### config.mk
export PLATFORM = sky130hd
export DESIGN_NAME = risc_ctrl_unit
export DESIGN_NICKNAME = d
export VERILOG_FILES = /design/src/rtl/risc_ctrl_unit.sv
export SDC_FILE = /design/constraint.sdc
export NUM_CORES = 1
export LEC_CHECK = 0
export CAP_MARGIN = 20
export CORE_UTILIZATION = 36
export CTS_CLUSTER_DIAMETER = 30
export CTS_CLUSTER_SIZE = 14
export DETAILED_ROUTE_END_ITERATION = 7
export PLACE_DENSITY = 0.71
export SKIP_CTS_REPAIR_TIMING = 1
export SYNTH_ARGS = -nofsm -noshare
export SYNTH_HDL_FRONTEND = slang
export SYNTH_SLANG_ARGS = --single-unit
### constraint.sdc
create_clock -name ctrl_clk -period 2.25 [get_ports ctrl_clk]
set_input_delay 0.675 -clock ctrl_clk [delete_from_list [all_inputs] [get_ports ctrl_clk]]
set_output_delay 0.675 -clock ctrl_clk [all_outputs]
set_load 0.05 [all_outputs]
### src/rtl/risc_ctrl_unit.sv
// Control FSM for the 8-bit RISC machine: sequences fetch/decode/execute and
// drives datapath load enables, bus selects and the memory write strobe.
module risc_ctrl_unit #(
  parameter int unsigned STATE_W = 4,
  parameter logic [2:0]  SEL1_PC = 3'd4
) (
  input  logic               ctrl_clk,
  input  logic               ctrl_rst,
  input  logic [7:0]         ctrl_instr,
  input  logic               ctrl_zflag,
  output logic [3:0]         ctrl_ld_r,
  output logic               ctrl_ld_pc,
  output logic               ctrl_inc_pc,
  output logic [2:0]         ctrl_sel_bus1,
  output logic [1:0]         ctrl_sel_bus2,
  output logic               ctrl_ld_ir,
  output logic               ctrl_ld_addr,
  output logic               ctrl_ld_y,
  output logic               ctrl_ld_z,
  output logic               ctrl_mem_wr,
  output logic               ctrl_halted,
  output logic [STATE_W-1:0] ctrl_state
);

  localparam logic [STATE_W-1:0] S_IDLE = STATE_W'(0);
  localparam logic [STATE_W-1:0] S_FET1 = STATE_W'(1);
  localparam logic [STATE_W-1:0] S_FET2 = STATE_W'(2);
  localparam logic [STATE_W-1:0] S_DEC  = STATE_W'(3);
  localparam logic [STATE_W-1:0] S_EX1  = STATE_W'(4);
  localparam logic [STATE_W-1:0] S_RD1  = STATE_W'(5);
  localparam logic [STATE_W-1:0] S_RD2  = STATE_W'(6);
  localparam logic [STATE_W-1:0] S_WR1  = STATE_W'(7);
  localparam logic [STATE_W-1:0] S_WR2  = STATE_W'(8);
  localparam logic [STATE_W-1:0] S_BR1  = STATE_W'(9);
  localparam logic [STATE_W-1:0] S_BR2  = STATE_W'(10);
  localparam logic [STATE_W-1:0] S_HALT = STATE_W'(11);

  localparam logic [3:0] OP_NOP = 4'd0;
  localparam logic [3:0] OP_ADD = 4'd1;
  localparam logic [3:0] OP_SUB = 4'd2;
  localparam logic [3:0] OP_AND = 4'd3;
  localparam logic [3:0] OP_NOT = 4'd4;
  localparam logic [3:0] OP_RD  = 4'd5;
  localparam logic [3:0] OP_WR  = 4'd6;
  localparam logic [3:0] OP_BR  = 4'd7;
  localparam logic [3:0] OP_BRZ = 4'd8;

  localparam logic [1:0] SEL2_ALU  = 2'd0;
  localparam logic [1:0] SEL2_BUS1 = 2'd1;
  localparam logic [1:0] SEL2_MEM  = 2'd2;

  logic [STATE_W-1:0] state_q, state_d;
  logic [3:0]         opcode;
  logic [2:0]         src_sel;
  logic [2:0]         dst_sel;
  logic [3:0]         dst_onehot;

  assign opcode     = ctrl_instr[7:4];
  assign src_sel    = {1'b0, ctrl_instr[3:2]};
  assign dst_sel    = {1'b0, ctrl_instr[1:0]};
  assign dst_onehot = 4'b0001 << ctrl_instr[1:0];

  // State register
  always_ff @(posedge ctrl_clk) begin
    if (ctrl_rst) state_q <= S_IDLE;
    else          state_q <= state_d;
  end

  // Next-state logic; unused encodings recover to IDLE
  always_comb begin
    state_d = S_IDLE;
    case (state_q)
      S_IDLE: state_d = S_FET1;
      S_FET1: state_d = S_FET2;
      S_FET2: state_d = S_DEC;
      S_DEC: begin
        case (opcode)
          OP_NOP, OP_NOT:         state_d = S_FET1;
          OP_ADD, OP_SUB, OP_AND: state_d = S_EX1;
          OP_RD:                  state_d = S_RD1;
          OP_WR:                  state_d = S_WR1;
          OP_BR:                  state_d = S_BR1;
          OP_BRZ:                 state_d = ctrl_zflag ? S_BR1 : S_FET1;
          default:                state_d = S_HALT;
        endcase
      end
      S_EX1:  state_d = S_FET1;
      S_RD1:  state_d = S_RD2;
      S_RD2:  state_d = S_FET1;
      S_WR1:  state_d = S_WR2;
      S_WR2:  state_d = S_FET1;
      S_BR1:  state_d = S_BR2;
      S_BR2:  state_d = S_FET1;
      S_HALT: state_d = S_HALT;
      default: state_d = S_IDLE;
    endcase
  end

  // Output decode; reset forces every control low in the same cycle
  always_comb begin
    ctrl_ld_r     = 4'b0000;
    ctrl_ld_pc    = 1'b0;
    ctrl_inc_pc   = 1'b0;
    ctrl_sel_bus1 = 3'd0;
    ctrl_sel_bus2 = SEL2_ALU;
    ctrl_ld_ir    = 1'b0;
    ctrl_ld_addr  = 1'b0;
    ctrl_ld_y     = 1'b0;
    ctrl_ld_z     = 1'b0;
    ctrl_mem_wr   = 1'b0;
    ctrl_halted   = 1'b0;
    if (!ctrl_rst) begin
      case (state_q)
        S_FET1: begin
          ctrl_sel_bus1 = SEL1_PC;
          ctrl_sel_bus2 = SEL2_BUS1;
          ctrl_ld_addr  = 1'b1;
        end
        S_FET2: begin
          ctrl_sel_bus2 = SEL2_MEM;
          ctrl_ld_ir    = 1'b1;
          ctrl_inc_pc   = 1'b1;
        end
        S_DEC: begin
          case (opcode)
            OP_ADD, OP_SUB, OP_AND: begin
              ctrl_sel_bus1 = src_sel;
              ctrl_sel_bus2 = SEL2_BUS1;
              ctrl_ld_y     = 1'b1;
            end
            OP_NOT: begin
              ctrl_sel_bus1 = src_sel;
              ctrl_sel_bus2 = SEL2_ALU;
              ctrl_ld_z     = 1'b1;
              ctrl_ld_r     = dst_onehot;
            end
            OP_RD, OP_WR, OP_BR: begin
              ctrl_sel_bus1 = SEL1_PC;
              ctrl_sel_bus2 = SEL2_BUS1;
              ctrl_ld_addr  = 1'b1;
            end
            OP_BRZ: begin
              if (ctrl_zflag) begin
                ctrl_sel_bus1 = SEL1_PC;
                ctrl_sel_bus2 = SEL2_BUS1;
                ctrl_ld_addr  = 1'b1;
              end else begin
                ctrl_inc_pc   = 1'b1;
              end
            end
            default: ;
          endcase
        end
        S_EX1: begin
          ctrl_sel_bus1 = dst_sel;
          ctrl_sel_bus2 = SEL2_ALU;
          ctrl_ld_z     = 1'b1;
          ctrl_ld_r     = dst_onehot;
        end
        S_RD1, S_WR1: begin
          ctrl_sel_bus2 = SEL2_MEM;
          ctrl_ld_addr  = 1'b1;
          ctrl_inc_pc   = 1'b1;
        end
        S_RD2: begin
          ctrl_sel_bus2 = SEL2_MEM;
          ctrl_ld_r     = dst_onehot;
        end
        S_WR2: begin
          ctrl_sel_bus1 = src_sel;
          ctrl_mem_wr   = 1'b1;
        end
        S_BR1: begin
          ctrl_sel_bus2 = SEL2_MEM;
          ctrl_ld_addr  = 1'b1;
        end
        S_BR2: begin
          ctrl_sel_bus2 = SEL2_MEM;
          ctrl_ld_pc    = 1'b1;
        end
        S_HALT: ctrl_halted = 1'b1;
        default: ;
      endcase
    end
  end

  assign ctrl_state = ctrl_rst ? '0 : state_q;

endmodule

==> results of run 1 <==
==> kinds of logic after synthesis <==
logic type                after synthesis  synth area share (%)
buffers and inverters                  16                  9.95
xor gates and xnor gates                1                  1.22
and+or+nand+nor                        41                  42.6
muxes                                   3                  4.19
AOI/OAI and AO/OA                      32                  30.9
DFF                                     4                  11.2
==> Yosys cell counts, types with 2 or more instances <==
master     n
mux2i_1    3
o21ai_0    3
nor2b_1    7
nor4b_2    2
dfxtp_1    4
nor3b_1    3
inv_1      4
a22oi_1    2
a21oi_1    7
and3b_1    4
nor3_1     3
a31oi_1    3
o21a_1     2
buf_2      6
nand2b_1   2
nor4_1     4
clkbuf_1   4
nor2_1     3
o21ai_1    2
nand2_1    5
a211oi_1   4
o2111ai_1  2
nand3_1    2
==> per-stage QoR <==
step	setup slack [ps]	util (%)	setup TNS, ps	hold slack [ps]	area (µm²)
2_1_floorplan	-372	-	-2150	605	990
3_3_place_gp	-631	91.6	-8420	697	1650
3_5_place_dp	-726	91.6	-9670	724	1650
4_1_cts	-726	92.8	-10010	775	1670
==> metrics.cfg, run 1 <==
[sta]
grt-worst-endpoint=ctrl_inc_pc
endpoint_type=top-level output

[die]
io_pins=32
initial_core_util_pct=39.8
die_x_um=46.6
fp.dieH_um=46.6
row_count=15

[synthesis]
netlist_top_cells_area=dfxtp_1 (11%), nor2b_1 (6.1%), a21oi_1 (4.9%), and3b_1 (4.9%), buf_2 (4.2%)
ys_ff_latch=4
avgSynthCellArea_um2=7.39
synth_cell_type_count=39
yosysTopAreaCell=dfxtp_1
syn_inst=97
yosysWarnings=0
ys_seq_area_share_pct=11.2
ys.flop_type=dfxtp_1
syn_nets=108
synthArstFlopShare_pct=0
synth_edf_count=0
syn-cell-area_um2=717
synth_top_area_share_pct=11.2

[clock_tree]
cts_buffer_depth=2
clock-sinks=4
h-tree-depth=1
clockRootBuffer=clkbuf_4
cts_buffers=3

[placement]
place_congestion=0.845
post-place-cells=170
hpwl_um=2580
port_buffers=31

[run_status]
haltStage=global routing (5_1_grt)
error_line=[ERROR DPL-0038] Utilization greater than 100%, impossible to legalize
status=stopped before the end

[global_routing]
grt_max_degree=14

==> run 2: changes to the inputs <==
Settings changed: CORE_AREA set to 2 2 63 65, CORE_UTILIZATION 36 to not set, CTS_CLUSTER_DIAMETER 30 to not set, CTS_CLUSTER_SIZE 14 to not set, DIE_AREA set to 0 0 65 67, PLACE_DENSITY 0.71 to not set, PLACE_DENSITY_LB_ADDON set to 0.15.
==> metrics.cfg, run 2 <==
[global_routing]
track_usage_pct=12.7
antenna_found_initial=0
gr-total-overflow=0
grt_pass1_wl_um=4330
first_global_vias=911
grt_max_degree=15

[sta]
hold_viol=0
min_period_ps=2450
fin_ws_ps=-200
setup_violations=10
setup_tns_ps=-1680
worst_slew_pin_slew_ps=491
fin_skew_ps=0.216
slew_headroom_pct=67.3
drv_slew=0
fin_hold_ws_ps=604
fmax_mhz=408
grt_setup_unrepaired=yes
min_period_over_period_pct=109

[setup_path]
rr_worst_depth=6
r2r-start=state_q[0]
crit_path_start=ctrl_instr[4]
r2r_slack_ps=990
start_kind=input pin
crit_fanout=4
r2r-end=state_q[3]
crit_arrival_ps=1770
crit_required_ps=1570
cp-end-kind=primary output
path_class=in -> out
crit_end=ctrl_ld_r[3]

[die]
core-area_mm2=0.00361
fp.dieH_um=67  ; was 46.6 µm
initial_core_util_pct=19.9  ; was 39.8%
die_x_um=65  ; was 46.6 µm
row_count=22  ; was 15
io_pins=32  ; unchanged
die_area_mm2=0.00436

[layout]
n_fill_cell=336
mostFrequentLayoutCells=buf_4 (30), buf_12 (22), nor2b_1 (6)
antenna_cells=0
regArea_um2=80.1
multi_input_area_um2=842
largest_reg_flops=4
largest_register=state_q
final_area_mm2=0.00185
area.growth.synth_to_final_pct=158
final_common_cell=buf_4
stdcell_count=201
reg_top3=state_q x4
drive_above_1_share_pct=66.0
layout.nets=166

[synthesis]
synthArstFlopShare_pct=0  ; unchanged
netlist_top_cells_area=dfxtp_1 (11%), nor2b_1 (6.1%), a21oi_1 (4.9%), and3b_1 (4.9%), buf_2 (4.2%)  ; unchanged
synth_edf_count=0  ; unchanged
syn_nets=108  ; unchanged
ys_seq_area_share_pct=11.2  ; unchanged
syn_inst=97  ; unchanged
ys_ff_latch=4  ; unchanged
yosysTopAreaCell=dfxtp_1  ; unchanged
avgSynthCellArea_um2=7.39  ; unchanged
synthTopCellsByCount=a21oi_1 (7), nor2b_1 (7), buf_2 (6), nand2_1 (5)  ; unchanged
synth_top_area_share_pct=11.2  ; unchanged
ys.flop_type=dfxtp_1  ; unchanged
syn-cell-area_um2=717  ; unchanged
yosysWarnings=0  ; unchanged
synth_cell_type_count=39  ; unchanged

[power]
p_seq_share_pct=13.4
power.internal_mw=0.367
p_sw_share_pct=39.6
worst_ir_drop_vdd_mv=0.169
p_comb_share_pct=61.5
switchingPower_mw=0.241
powerDensity_mw_per_mm2=329
power_leakage_nw=0.734
clockPowerShare_pct=25.1

[run_status]
violations=negative setup slack
status=complete, but fails checks  ; was stopped before the end

[route]
via_per_inst=4.66
drtIter0Drc=19
drcViolationCount=0
wl_per_cell_um=12.8
postRouteAntennaNets=0
routed_wl_um=2570
drt_first_pass_iters=3
vias=936

[min_path]
hp-class=reg -> reg

[clock_tree]
cts_buffers=3  ; unchanged
cts_buffer_depth=2  ; unchanged
clockRootBuffer=clkbuf_8  ; was clkbuf_4
tritoncts=done
clk_latency_ps=220
clk_pin_slew_ps=30
clock-sinks=4  ; unchanged
h-tree-depth=1  ; unchanged

[placement]
port_buffers=31  ; unchanged
place_area_mm2=0.00170  ; was 0.00165 mm²
hpwl_um=2040  ; was 2580 µm
post-place-cells=196  ; was 170
place_congestion=0.699  ; was 0.845

[job]
cap_violations=0

==> run 2: cell counts after synthesis <==
Identical to the previous run, type by type.
==> run 2: cell type report <==
cell class	count	area share, %
well taps	48	3.25
clock buffers	3	2.23
inverters	4	0.812
multi-input cells	77	45.6
flip-flops and latches	4	4.33
repair buffers	65	43.8
==> run 2: cell families (layout without fill, tap and decap cells) <==
logic type	count (synthesis)	after routing	share of synthesized area, %
AOI/OAI and AO/OA	32	32	30.9
DFF	4	4	11.2
buffers and inverters	16	72	9.95
xor gates and xnor gates	1	1	1.22
muxes	3	3	4.19
and+or+nand+nor	41	41	42.6
==> run 2: worst min path at each step <==
stage               startpoint          to  slack, ps  depth (start not counted)
floorplan           state_q[1]  state_q[2]        610                          3
global placement    state_q[0]  state_q[0]        590                          2
detailed placement  state_q[0]  state_q[0]        590                          2
CTS                 state_q[0]  state_q[0]        600                          2
global route        state_q[0]  state_q[0]        660                          2
finish              state_q[0]  state_q[0]        600                          2
==> run 2: layer usage <==
layer	share of wire (%)	GRT usage (%)	vias up
met4	0.27	2.39	0
met2	49	20.1	20
met3	4.5	3.72	2
met5	0	0	-
met1	46	17.1	435
li1	-	-	479
==> run 2: power by group through the flow <==
stage / Combinational, mW / Clock, mW / Sequential (mW)
2_1_floorplan: 0.205 / 0 / 0.0836
3_3_place_gp: 0.351 / 0 / 0.0821
3_5_place_dp: 0.354 / 0 / 0.0824
4_1_cts: 0.355 / 0.157 / 0.0815
5_1_grt: 0.396 / 0.166 / 0.0823
6_report: 0.374 / 0.153 / 0.0814
==> run 2: metrics by stage <==
stage / util, % / setup WS (ps) / total power [mW]
finish: 51.2 / -200 / 0.608
global route: 51.2 / -240 / 0.645
CTS: 48.3 / -726 / 0.594
detailed placement: 47.2 / -708 / 0.437
global placement: 47.2 / -719 / 0.433
floorplan: - / -372 / 0.288
==> run 2: worst max-delay path, stage by stage <==
cell	delay [ps]
buf_8	100
and4bb_2	340
a31oi_4	150
buf_6	150
nor3_4	190
buf_12	160
No activity file was read; power rests on OpenSTA's default activity.
